===== config.mk =====
export PLATFORM = sky130hd
export DESIGN_NAME = apb_master_arb
export DESIGN_NICKNAME = d
export VERILOG_FILES = /design/src/rtl/apb_pkg.sv /design/src/rtl/apb_rr_arb.sv /design/src/rtl/apb_master_arb.sv
export SDC_FILE = /design/constraint.sdc
export NUM_CORES = 1
export LEC_CHECK = 0
export CORE_ASPECT_RATIO = 1.4
export CORE_MARGIN = 2
export CORE_UTILIZATION = 40
export DETAILED_ROUTE_END_ITERATION = 8
export PLACE_DENSITY = 0.79
export SKIP_LAST_GASP = 1
export SYNTH_ARGS = -nofsm -noshare
export SYNTH_HDL_FRONTEND = slang
export SYNTH_SLANG_ARGS = --single-unit
export TNS_END_PERCENT = 50

===== constraint.sdc =====
create_clock -name pclk -period 5.42 [get_ports pclk]
set_input_delay 1.084 -clock pclk [delete_from_list [all_inputs] [get_ports pclk]]
set_output_delay 1.084 -clock pclk [all_outputs]
set_load 0.01 [all_outputs]

===== src/rtl/apb_pkg.sv =====
// ============================================================================
// Module      : apb_pkg
// Description : Shared APB types and widths for the two-requester APB master.
// Revision    : 1.0 - initial release
// ============================================================================
`default_nettype none

package apb_pkg;

    localparam int APB_ADDR_W = 32;
    localparam int APB_DATA_W = 32;

    typedef enum logic [1:0] {
        IDLE   = 2'd0,
        SETUP  = 2'd1,
        ACCESS = 2'd2
    } apb_state_e;

endpackage

`default_nettype wire


===== src/rtl/apb_rr_arb.sv =====
// ============================================================================
// Module      : apb_rr_arb
// Description : Two-way round-robin arbiter; one-hot grant from request vector.
// Revision    : 1.0 - initial release
// ============================================================================
`default_nettype none

module apb_rr_arb (
    input  logic [1:0] req_i,
    input  logic       last_i,
    output logic [1:0] gnt_o
);

    always_comb begin
        gnt_o = 2'b00;
        case (req_i)
            2'b01:   gnt_o = 2'b01;
            2'b10:   gnt_o = 2'b10;
            // On contention the requester that did not win last time goes first
            2'b11:   gnt_o = last_i ? 2'b01 : 2'b10;
            default: gnt_o = 2'b00;
        endcase
    end

endmodule

`default_nettype wire


===== src/rtl/apb_master_arb.sv =====
// ============================================================================
// Module      : apb_master_arb
// Description : APB master shared by two requesters with round-robin grant
//               and an ACCESS-phase wait timeout.
// Revision    : 1.0 - initial release
// ============================================================================
`default_nettype none

module apb_master_arb
    import apb_pkg::*;
#(
    parameter int TIMEOUT = 16
) (
    input  logic                       pclk,
    input  logic                       presetn,
    input  logic [1:0]                 req_valid,
    input  logic [1:0]                 req_write,
    input  logic [1:0][APB_ADDR_W-1:0] req_addr,
    input  logic [1:0][APB_DATA_W-1:0] req_wdata,
    output logic [1:0]                 req_done,
    output logic [1:0]                 req_err,
    output logic [APB_DATA_W-1:0]      req_rdata,
    output logic                       psel,
    output logic                       penable,
    output logic                       pwrite,
    output logic [APB_ADDR_W-1:0]      paddr,
    output logic [APB_DATA_W-1:0]      pwdata,
    input  logic                       pready,
    input  logic                       pslverr,
    input  logic [APB_DATA_W-1:0]      prdata
);

    localparam int CNT_W = $clog2(TIMEOUT + 1);

    apb_state_e            state_q;
    logic                  psel_q, penable_q, pwrite_q;
    logic [APB_ADDR_W-1:0] paddr_q;
    logic [APB_DATA_W-1:0] pwdata_q, rdata_q;
    logic [1:0]            done_q, err_q;
    logic                  gnt_q, last_q;
    logic [CNT_W-1:0]      cnt_q;
    logic [1:0]            gnt_oh;
    logic                  win_d;

    apb_rr_arb u_arb (
        .req_i  (req_valid),
        .last_i (last_q),
        .gnt_o  (gnt_oh)
    );

    assign win_d = gnt_oh[1] & ~gnt_oh[0];

    always_ff @(posedge pclk or negedge presetn) begin
        if (!presetn) begin
            state_q   <= IDLE;
            psel_q    <= 1'b0;
            penable_q <= 1'b0;
            pwrite_q  <= 1'b0;
            paddr_q   <= '0;
            pwdata_q  <= '0;
            rdata_q   <= '0;
            done_q    <= '0;
            err_q     <= '0;
            gnt_q     <= 1'b0;
            last_q    <= 1'b1;
            cnt_q     <= '0;
        end else begin
            done_q <= '0;
            err_q  <= '0;
            case (state_q)
                IDLE: begin
                    if (|req_valid) begin
                        state_q  <= SETUP;
                        psel_q   <= 1'b1;
                        gnt_q    <= win_d;
                        pwrite_q <= req_write[win_d];
                        paddr_q  <= req_addr[win_d];
                        pwdata_q <= req_wdata[win_d];
                        cnt_q    <= '0;
                    end
                end
                SETUP: begin
                    state_q   <= ACCESS;
                    penable_q <= 1'b1;
                end
                ACCESS: begin
                    if (pready) begin
                        state_q        <= IDLE;
                        psel_q         <= 1'b0;
                        penable_q      <= 1'b0;
                        done_q[gnt_q]  <= 1'b1;
                        err_q[gnt_q]   <= pslverr;
                        last_q         <= gnt_q;
                        if (!pwrite_q) begin
                            rdata_q <= prdata;
                        end
                    end else if (cnt_q == CNT_W'(TIMEOUT - 1)) begin
                        // Slave never answered: fail the transfer, keep rdata
                        state_q        <= IDLE;
                        psel_q         <= 1'b0;
                        penable_q      <= 1'b0;
                        done_q[gnt_q]  <= 1'b1;
                        err_q[gnt_q]   <= 1'b1;
                    end else begin
                        cnt_q <= cnt_q + CNT_W'(1);
                    end
                end
                default: begin
                    state_q   <= IDLE;
                    psel_q    <= 1'b0;
                    penable_q <= 1'b0;
                end
            endcase
        end
    end

    assign psel      = psel_q;
    assign penable   = penable_q;
    assign pwrite    = pwrite_q;
    assign paddr     = paddr_q;
    assign pwdata    = pwdata_q;
    assign req_done  = done_q;
    assign req_err   = err_q;
    assign req_rdata = rdata_q;

endmodule

`default_nettype wire


==> results.md, run 1 <==
- Status: finished, final reports clean
- Mapped Area: 4890 um2
- Gr usage total: 23.0%
- Syn Nets: 660
- Ys Warns: 0
- Row count: 47
- Final WL: 15.7 mm
- Leakage power: 0.00330 uW
- CTS clk-pin slew, worst paths: 70 ps
- Power density cells: 523 nW/um2
- DRC errors left: 0
- Drt first-iter violations: 170
- Area of the multi-input gates: 1910 um2
- First-pass GRT wire length: 24.1 mm
- Final WS setup: 2450 ps
- CTS tree: yes
- RSZ-0062 raised after global routing: false
- Netlist cell types: 29
- Pre-CTS WS: 2150 ps
- Setup TNS: 0 ps
- Area delta synth->final: 62.8%
- Seq/Total Area, Yosys: 57.3%
- # IOs: 271
- Die Wd: 97.5 um
- Worst skew pair latency: 340 ps
- N_diodes: 0
- Antenna violations before repair: 0
- Final Hold Vio Count: 0
- Final Max Tran Viols: 0
- Period minus WS final: 2970 ps
- WP data required: 5650 ps
- Total core area: 11900 um2
- Via count: 4750
- Worst setup path category: in2reg
- Crit path launch type: primary input
- Die area: 13100 um2
- Number of synthesized flops with an enable pin: 0
- Mean post-synth cell area: 9.99 um2
- Main area contributors after synthesis: dfrtp_1 (57%), nand2_1 (10%), a31oi_1 (8.3%)
- Final Setup Violations: 0
- Peak Freq: 0.336 GHz
- Relative slew slack: 14.0%
- Endpoint class of the critical path: flip-flop
- Mapped Cells: 490
- Clock root buffer: clkbuf_16
- CP arrival: 3200 ps
- Tcrit/Tclk final: 54.8%
- Total clock sinks: 112
- Largest net degree at the start of global routing: 74
- Height of the die: 135 um
- Skew final: 8.90 ps
- Cell accounting for the most synthesized area: dfrtp_1
- Maximum fanout along the worst path: 37
- Drt via density: 5.34
- Fraction of registers with async set/reset: 100%
- Post-synthesis register bit count: 112
- Hold_buf cts: 0
- Pin slew with the least headroom to its limit: 1290 ps
- Post-CTS Setup Repair Bufs: 0
- DP Wirelength: 11.6 mm
- Starting Density: 41.2%
- Clock Path Buffers: 2
- Post-synth top area share: 56.8%
- Peak VDD IR: 0.239 mV
- Vias in the first global route: 4810
- # fillers: 926
- Fraction of layout instances using a drive strength above 1: 8.76%
- Worst min-delay path category: reg2reg
- Nets@finish: 907
- R2r setup slk: 3180 ps
- Port bufs: 270
- Routability Congestion: 0.892
- Number of iterations in the first detailed-routing pass: 4
- Storage cell area: 2800 um2
- Final ANT Viol Nets: 0
- H-tree depth: 3
- Cells resized by post-CTS repair: 0
- CTS Buf Count: 9
- Main flop type after synthesis: dfrtp_1
- Wire per inst: 17.6 um
- Max cap viols: 0
- GRT overflow: 0
layout by cell type, fill, tap and decap left out, drive strengths merged, types with 2 or more instances in the layout:
| master | n |
|---|---|
| or2 | 2 |
| a31oi | 65 |
| clkdlybuf4s50 | 269 |
| a21bo | 2 |
| o21ai | 4 |
| bufinv | 2 |
| nor3 | 2 |
| inv | 5 |
| dfrtp | 111 |
| nand4 | 2 |
| buf | 7 |
| nor2 | 11 |
| nand2 | 131 |
| mux2 | 35 |
| clkbuf | 10 |
| mux2i | 3 |
| a21oi | 69 |
| ha | 2 |
sequential cells by signal, summed over array words and instances (netlist names):
register,cells
cnt_q,5
gnt_q,1
last_q,1
paddr,32
penable,1
psel,1
pwdata,32
pwrite,1
req_done,2
req_err,2
req_rdata,32
state_q,2
kinds of logic after synthesis:
| family | Yosys count | synth area share (%) |
|---|---|---|
| and+or+nand+nor | 153 | 12.7 |
| adders and majority gates | 2 | 0.511 |
| AOI/OAI and AO/OA | 142 | 16.6 |
| muxes | 38 | 8.67 |
| DFF | 112 | 57.3 |
| buffers and inverters | 43 | 4.24 |
power breakdown:
group	total, uW	internal [uW]	leakage [uW]	switching [uW]
logic	1980	1070	0.00184	909
clock network	711	408	0.000153	303
registers	1480	1240	0.00131	240
total	4170	2720	0.00330	1450
worst max-delay path: stages:
cell	delay, ps
clkdlybuf4s50_1	560
or2_2	610
buf_4	460
a21oi_2	130
mux2_1	320
final cells by class:
class	instances	area share, %
Timing Repair Buffer	276	34.4
Inverter	3	0.141
Clock inverter	6	1.13
Sequential cell	112	35.2
Multi-Input combinational cell	335	23.9
Tap cell	147	2.31
Clock buffer	10	2.87
layer usage:
layer | routed length [um] | vias to the layer above | share of wire (%) | global-route usage, %
li1 | - | 2202 | - | -
met1 | 5730 | 2252 | 37 | 25.4
met2 | 8130 | 260 | 52 | 41.8
met3 | 1300 | 36 | 8.3 | 6.26
met4 | 498 | 0 | 3.2 | 9.57
met5 | 0 | - | 0 | 0
metrics by stage:
step / cell area, um2 / power [uW] / instances / util [%] / hold slack, ps
4_1_cts: 7970 / 4190 / 889 / 67.1 / 478
6_report: 7970 / 4170 / 889 / 67.1 / 480
3_3_place_gp: 7650 / 3420 / 873 / 64.4 / 452
2_1_floorplan: 4890 / 2360 / 490 / - / 431
5_1_grt: 7970 / 4420 / 889 / 67.1 / 491
3_5_place_dp: 7650 / 3480 / 873 / 64.4 / 468
final timing paths:
check,start,cells after the start,endpoint
setup / recovery,req_valid[0],5,cnt_q[4]
hold / removal,cnt_q[3],1,cnt_q[3]
setup reg to reg,state_q[1],4,pwdata[14]
hold reg to reg,cnt_q[3],1,cnt_q[3]
max in group asynchronous,presetn,2,last_q
min in group asynchronous,presetn,1,req_rdata[21]
cells in the mapped netlist, drive strengths merged, types with 2 or more instances:
library cell,number
a21bo,2
or2,2
a21oi,69
o21ai,4
clkbuf,11
inv,3
nor2,11
ha,2
mux2,35
a31oi,65
nor3,2
nand4,2
dfrtp,111
nand2,131
mux2i,3
buf,29
Note: power is estimated with default switching activity, not from simulation.
==> run 2, diff against run 1 <==
Settings changed: CORE_UTILIZATION 40 to 35, PLACE_DENSITY 0.79 to 0.73.
Clock period 5.42 ns to 2.6 ns, I/O delays scaled along.
==> results.md, run 2 (synthesis results as in run 1) <==
- Die area: 15000 um2
- Total core area: 13800 um2
- Die Wd: 104 um
- Worst setup path category: reg2reg
- Gr usage total: 20.8%
- Crit path launch type: flip-flop
- Pin slew with the least headroom to its limit: 603 ps
- Commonest non-fill, non-tap cell in the layout: clkdlybuf4s50_1
- First-pass GRT wire length: 24.9 mm
- Maximum fanout along the worst path: 8
- GRT overflow: 0
- Nets@finish: 915
- Peak VDD IR: 0.524 mV
- DRC errors left: 0
- # IOs: 271
- N_diodes: 0
- CP arrival: 2270 ps
- Via count: 4769
- Height of the die: 144 um
- Final Max Tran Viols: 0
- Max cap viols: 0
- Pre-CTS WS: 426 ps
- Storage cell area: 2800 um2
- Fraction of layout instances using a drive strength above 1: 9.87%
- Clock root buffer: clkbuf_16
- Number of iterations in the first detailed-routing pass: 4
- Most frequent cells in the layout: clkdlybuf4s50_1 (269), nand2_1 (131), dfrtp_1 (111), a21oi_1 (68), a31oi_1 (65)
- Peak Freq: 0.489 GHz
- Tcrit/Tclk final: 78.7%
- Final ANT Viol Nets: 0
- Leakage power: 0.00337 uW
- Status: finished, final reports clean
- Post-CTS Setup Repair Bufs: 0
- Hold_buf cts: 0
- Antenna violations before repair: 0
- Skew final: 8.37 ps
- Starting Density: 35.5%
- DP Wirelength: 11.9 mm
- CTS clk-pin slew, worst paths: 80 ps
- Wire per inst: 16.9 um
- Final WL: 15.8 mm
- Area of the multi-input gates: 1910 um2
- Drt first-iter violations: 131
- RSZ-0062 raised after global routing: false
- Cells resized by post-CTS repair: 0
- Relative slew slack: 59.8%
- Final Setup Violations: 0
- Largest net degree at the start of global routing: 46
- Total clock sinks: 112
- Power density cells: 1080 nW/um2
- Worst skew pair latency: 340 ps
- Final Hold Vio Count: 0
- # fillers: 1163
- Routability Congestion: 0.831
- Final WS setup: 555 ps
- WP data required: 2820 ps
- H-tree depth: 3
- Vias in the first global route: 4983
- Period minus WS final: 2040 ps
- Setup TNS: 0 ps
- Row count: 51
- CTS Buf Count: 9
- Area delta synth->final: 66.4%
- CTS tree: yes
- Drt via density: 5.10
- Worst min-delay path category: in2async
- Endpoint class of the critical path: flip-flop
- Clock Path Buffers: 2
- WHS: 179 ps
- Port bufs: 270
-- run 2: cell types whose count changed in the layout (fill, tap and decap cells not counted) --
cell / before / now
clkbuf_1: 1 / 0
inv_8: 0 / 1
clkinv_4: 0 / 2
clkinv_2: 1 / 0
buf_12: 0 / 4
clkinvlp_4: 1 / 0
buf_4: 7 / 11
clkbuf_8: 0 / 1
inv_6: 2 / 1
-- run 2: report_power, final --
part	total (uW)	internal (uW)	leakage, uW	switching (uW)
combinational	4150	2290	0.00189	1860
clock	1540	886	0.000165	652
sequential	3100	2580	0.00131	525
total	8790	5750	0.00337	3040
-- run 2: final timing paths --
path                          startpoint       endpoint  slack, ps  cells after the start
hold / removal                   presetn     req_err[1]        180                      1
setup reg to reg                cnt_q[0]       cnt_q[4]        560                      6
min in group pclk          req_rdata[26]  req_rdata[26]        500                      1
max in group asynchronous        presetn  req_rdata[20]       1750                      2
setup / recovery                cnt_q[0]       cnt_q[4]        560                      6
hold reg to reg            req_rdata[26]  req_rdata[26]        500                      1
-- run 2: per-stage QoR --
| stage | power, uW | utilization (%) | cell area [um2] | cells |
|---|---|---|---|---|
| 2_1_floorplan | 4920 | - | 4890 | 490 |
| 3_3_place_gp | 7190 | 56.6 | 7810 | 919 |
| 3_5_place_dp | 7320 | 56.6 | 7810 | 919 |
| 4_1_cts | 8890 | 59.1 | 8140 | 935 |
| 5_1_grt | 9340 | 59.1 | 8140 | 935 |
| 6_report | 8790 | 59.1 | 8140 | 935 |
-- run 2: critical path, stage by stage, from the launching register on --
cell and delay, ps:
dfrtp_1 410, ha_1 220, and3_1 190, ha_1 240
nor4b_4 430, a21oi_2 90, mux2_1 340
-- run 2: metal layers --
metal  vias up  global-route usage [%]  share of wire, %
met4         0                    9.10               2.9
met2       232                    37.6                52
met3        30                    5.03               6.6
met5         -                       0                 0
li1       2213                       -                 -
met1      2294                    23.3                38
-- run 2: cell type report --
| cell class | count | share of cell area (%) |
|---|---|---|
| Inverter | 3 | 0.138 |
| Timing Repair Buffer | 284 | 35.1 |
| Sequential cell | 112 | 34.4 |
| Multi-Input combinational cell | 335 | 23.4 |
| Tap cell | 185 | 2.84 |
| Clock inverter | 6 | 1.20 |
| Clock buffer | 10 | 2.93 |
==> run 3, diff against run 2 <==
Settings changed: CORE_UTILIZATION 35 to 39, PLACE_DENSITY 0.73 to 0.77.
Clock period 2.6 ns to 1.9 ns, I/O delays scaled along.
==> results.md, run 3 (synthesis results as in run 1) <==
- Status: finished, final reports clean
- Die area: 13500 um2
- CTS Buf Count: 9
- GRT overflow: 0
- CP arrival: 2060 ps
- Pre-CTS WS: 4.29 ps
- Commonest non-fill, non-tap cell in the layout: clkdlybuf4s50_1
- Relative slew slack: 71.5%
- Worst skew pair latency: 340 ps
- DP Wirelength: 11.8 mm
- Die Wd: 98.7 um
- CTS clk-pin slew, worst paths: 80 ps
- Worst min-delay path category: in2async
- CTS tree: yes
- Antenna violations before repair: 0
- Max incr delay on CP: 410 ps
- Final Setup Violations: 0
- Drt first-iter violations: 154
- Endpoint class of the critical path: flip-flop
- Max cap viols: 0
- WP data required: 2130 ps
- Design area: 8250 um2
- Routability Congestion: 0.856
- Final Max Tran Viols: 0
- Number of iterations in the first detailed-routing pass: 4
- # fillers: 954
- Worst setup path category: reg2reg
- Wire per inst: 17.4 um
- Slowest CP cell: dfrtp_1
- Final Hold Vio Count: 0
- Nets@finish: 925
- Clock Path Buffers: 2
- Maximum fanout along the worst path: 7
- Gr usage total: 22.8%
- Peak VDD IR: 0.776 mV
- Via count: 4828
- Power density cells: 1470 nW/um2
- WHS: 6.57 ps
- Port bufs: 270
- Peak Freq: 0.547 GHz
- DRC errors left: 0
- Drt via density: 5.31
- Pin slew with the least headroom to its limit: 428 ps
- Tcrit/Tclk final: 96.2%
- Period minus WS final: 1830 ps
- Fraction of layout instances using a drive strength above 1: 11.4%
- H-tree depth: 3
- Leakage power: 0.00343 uW
- Placed Area: 7870 um2
- Area delta synth->final: 68.6%
- Hold_buf cts: 0
- Row count: 48
- Crit path launch type: flip-flop
- N_diodes: 0
- First-pass GRT wire length: 24.5 mm
- Final ANT Viol Nets: 0
- Total clock sinks: 112
- Most frequent cells in the layout: clkdlybuf4s50_1 (269), nand2_1 (131), dfrtp_1 (111), a21oi_1 (68), a31oi_1 (65)
- Total core area: 12300 um2
- Vias in the first global route: 4894
- Height of the die: 137 um
- Skew final: 8.44 ps
- Overall Power: 12200 uW
- Final WL: 15.8 mm
- Final WS setup: 71.3 ps
- Crit-path cells: ha_2 -> and3_4 -> ha_4 -> nor4b_4 -> buf_4 -> nand4_1 -> mux2i_1
- Largest net degree at the start of global routing: 72
- Post-layout util: 67.0%
- Clock root buffer: clkbuf_16
- Starting Density: 39.7%
- # IOs: 271
-- run 3: changes by cell type in the layout (fill, tap and decap cells not counted), sizes merged --
cell / change
buf: +10
clkinvlp: +1
clkbuf: -1
-- run 3: layer usage --
metal  GRT usage [%]  up-vias  part of all wire (%)
li1                -     2234                     -
met1            26.9     2309                    38
met2            39.6      244                    51
met3            5.46       41                   7.9
met4            10.0        0                   3.4
met5               0        -                     0
-- run 3: power breakdown --
group / leakage [uW] / internal, uW / switching, uW / total, uW
logic: 0.00196 / 3270 / 2620 / 5890
registers: 0.00131 / 3530 / 689 / 4220
clock network: 0.000158 / 1170 / 891 / 2060
total: 0.00343 / 7970 / 4200 / 12200
-- run 3: final timing paths --
check                      startpoint         end  slack (ps)  cells after the start
max reg2reg                  cnt_q[0]    cnt_q[3]          70                      7
max in group asynchronous     presetn      last_q        1490                      2
max                          cnt_q[0]    cnt_q[3]          70                      7
min                           presetn  req_err[0]           7                      2
min reg2reg                  cnt_q[3]    cnt_q[3]         490                      1
min in group pclk            cnt_q[3]    cnt_q[3]         490                      1
-- run 3: worst max-delay path, delay by kind of cell, from the launching register on --
family / cells / cell delay (ps)
and+or+nand+nor: 3 / 600
adders and majority gates: 2 / 380
muxes: 1 / 130
buffers and inverters: 1 / 200
DFF: 1 / 410
-- run 3: final cells by class --
type	count	area [um2]	share of cell area, %
clock buffers	9	225	2.73
clock inverters	7	101	1.23
inverters	3	11.3	0.137
multi-input cells	335	1930	23.3
flip-flops and latches	112	2800	34.0
well taps	150	188	2.28
repair buffers	294	2990	36.3
-- run 3: stage by stage --
| step | std cells | setup TNS [ps] |
|---|---|---|
| after CTS | 906 | 0 |
| after detailed placement | 890 | 0 |
| after floorplan | 490 | 0 |
| final | 910 | 0 |
| after global placement | 890 | 0 |
| after global routing | 910 | -29.0 |
-- run 3: timing repair --
action,CTS,global route
endpoints found under the setup margin,0,3
resized for setup,0,4
buffers inserted,0,4
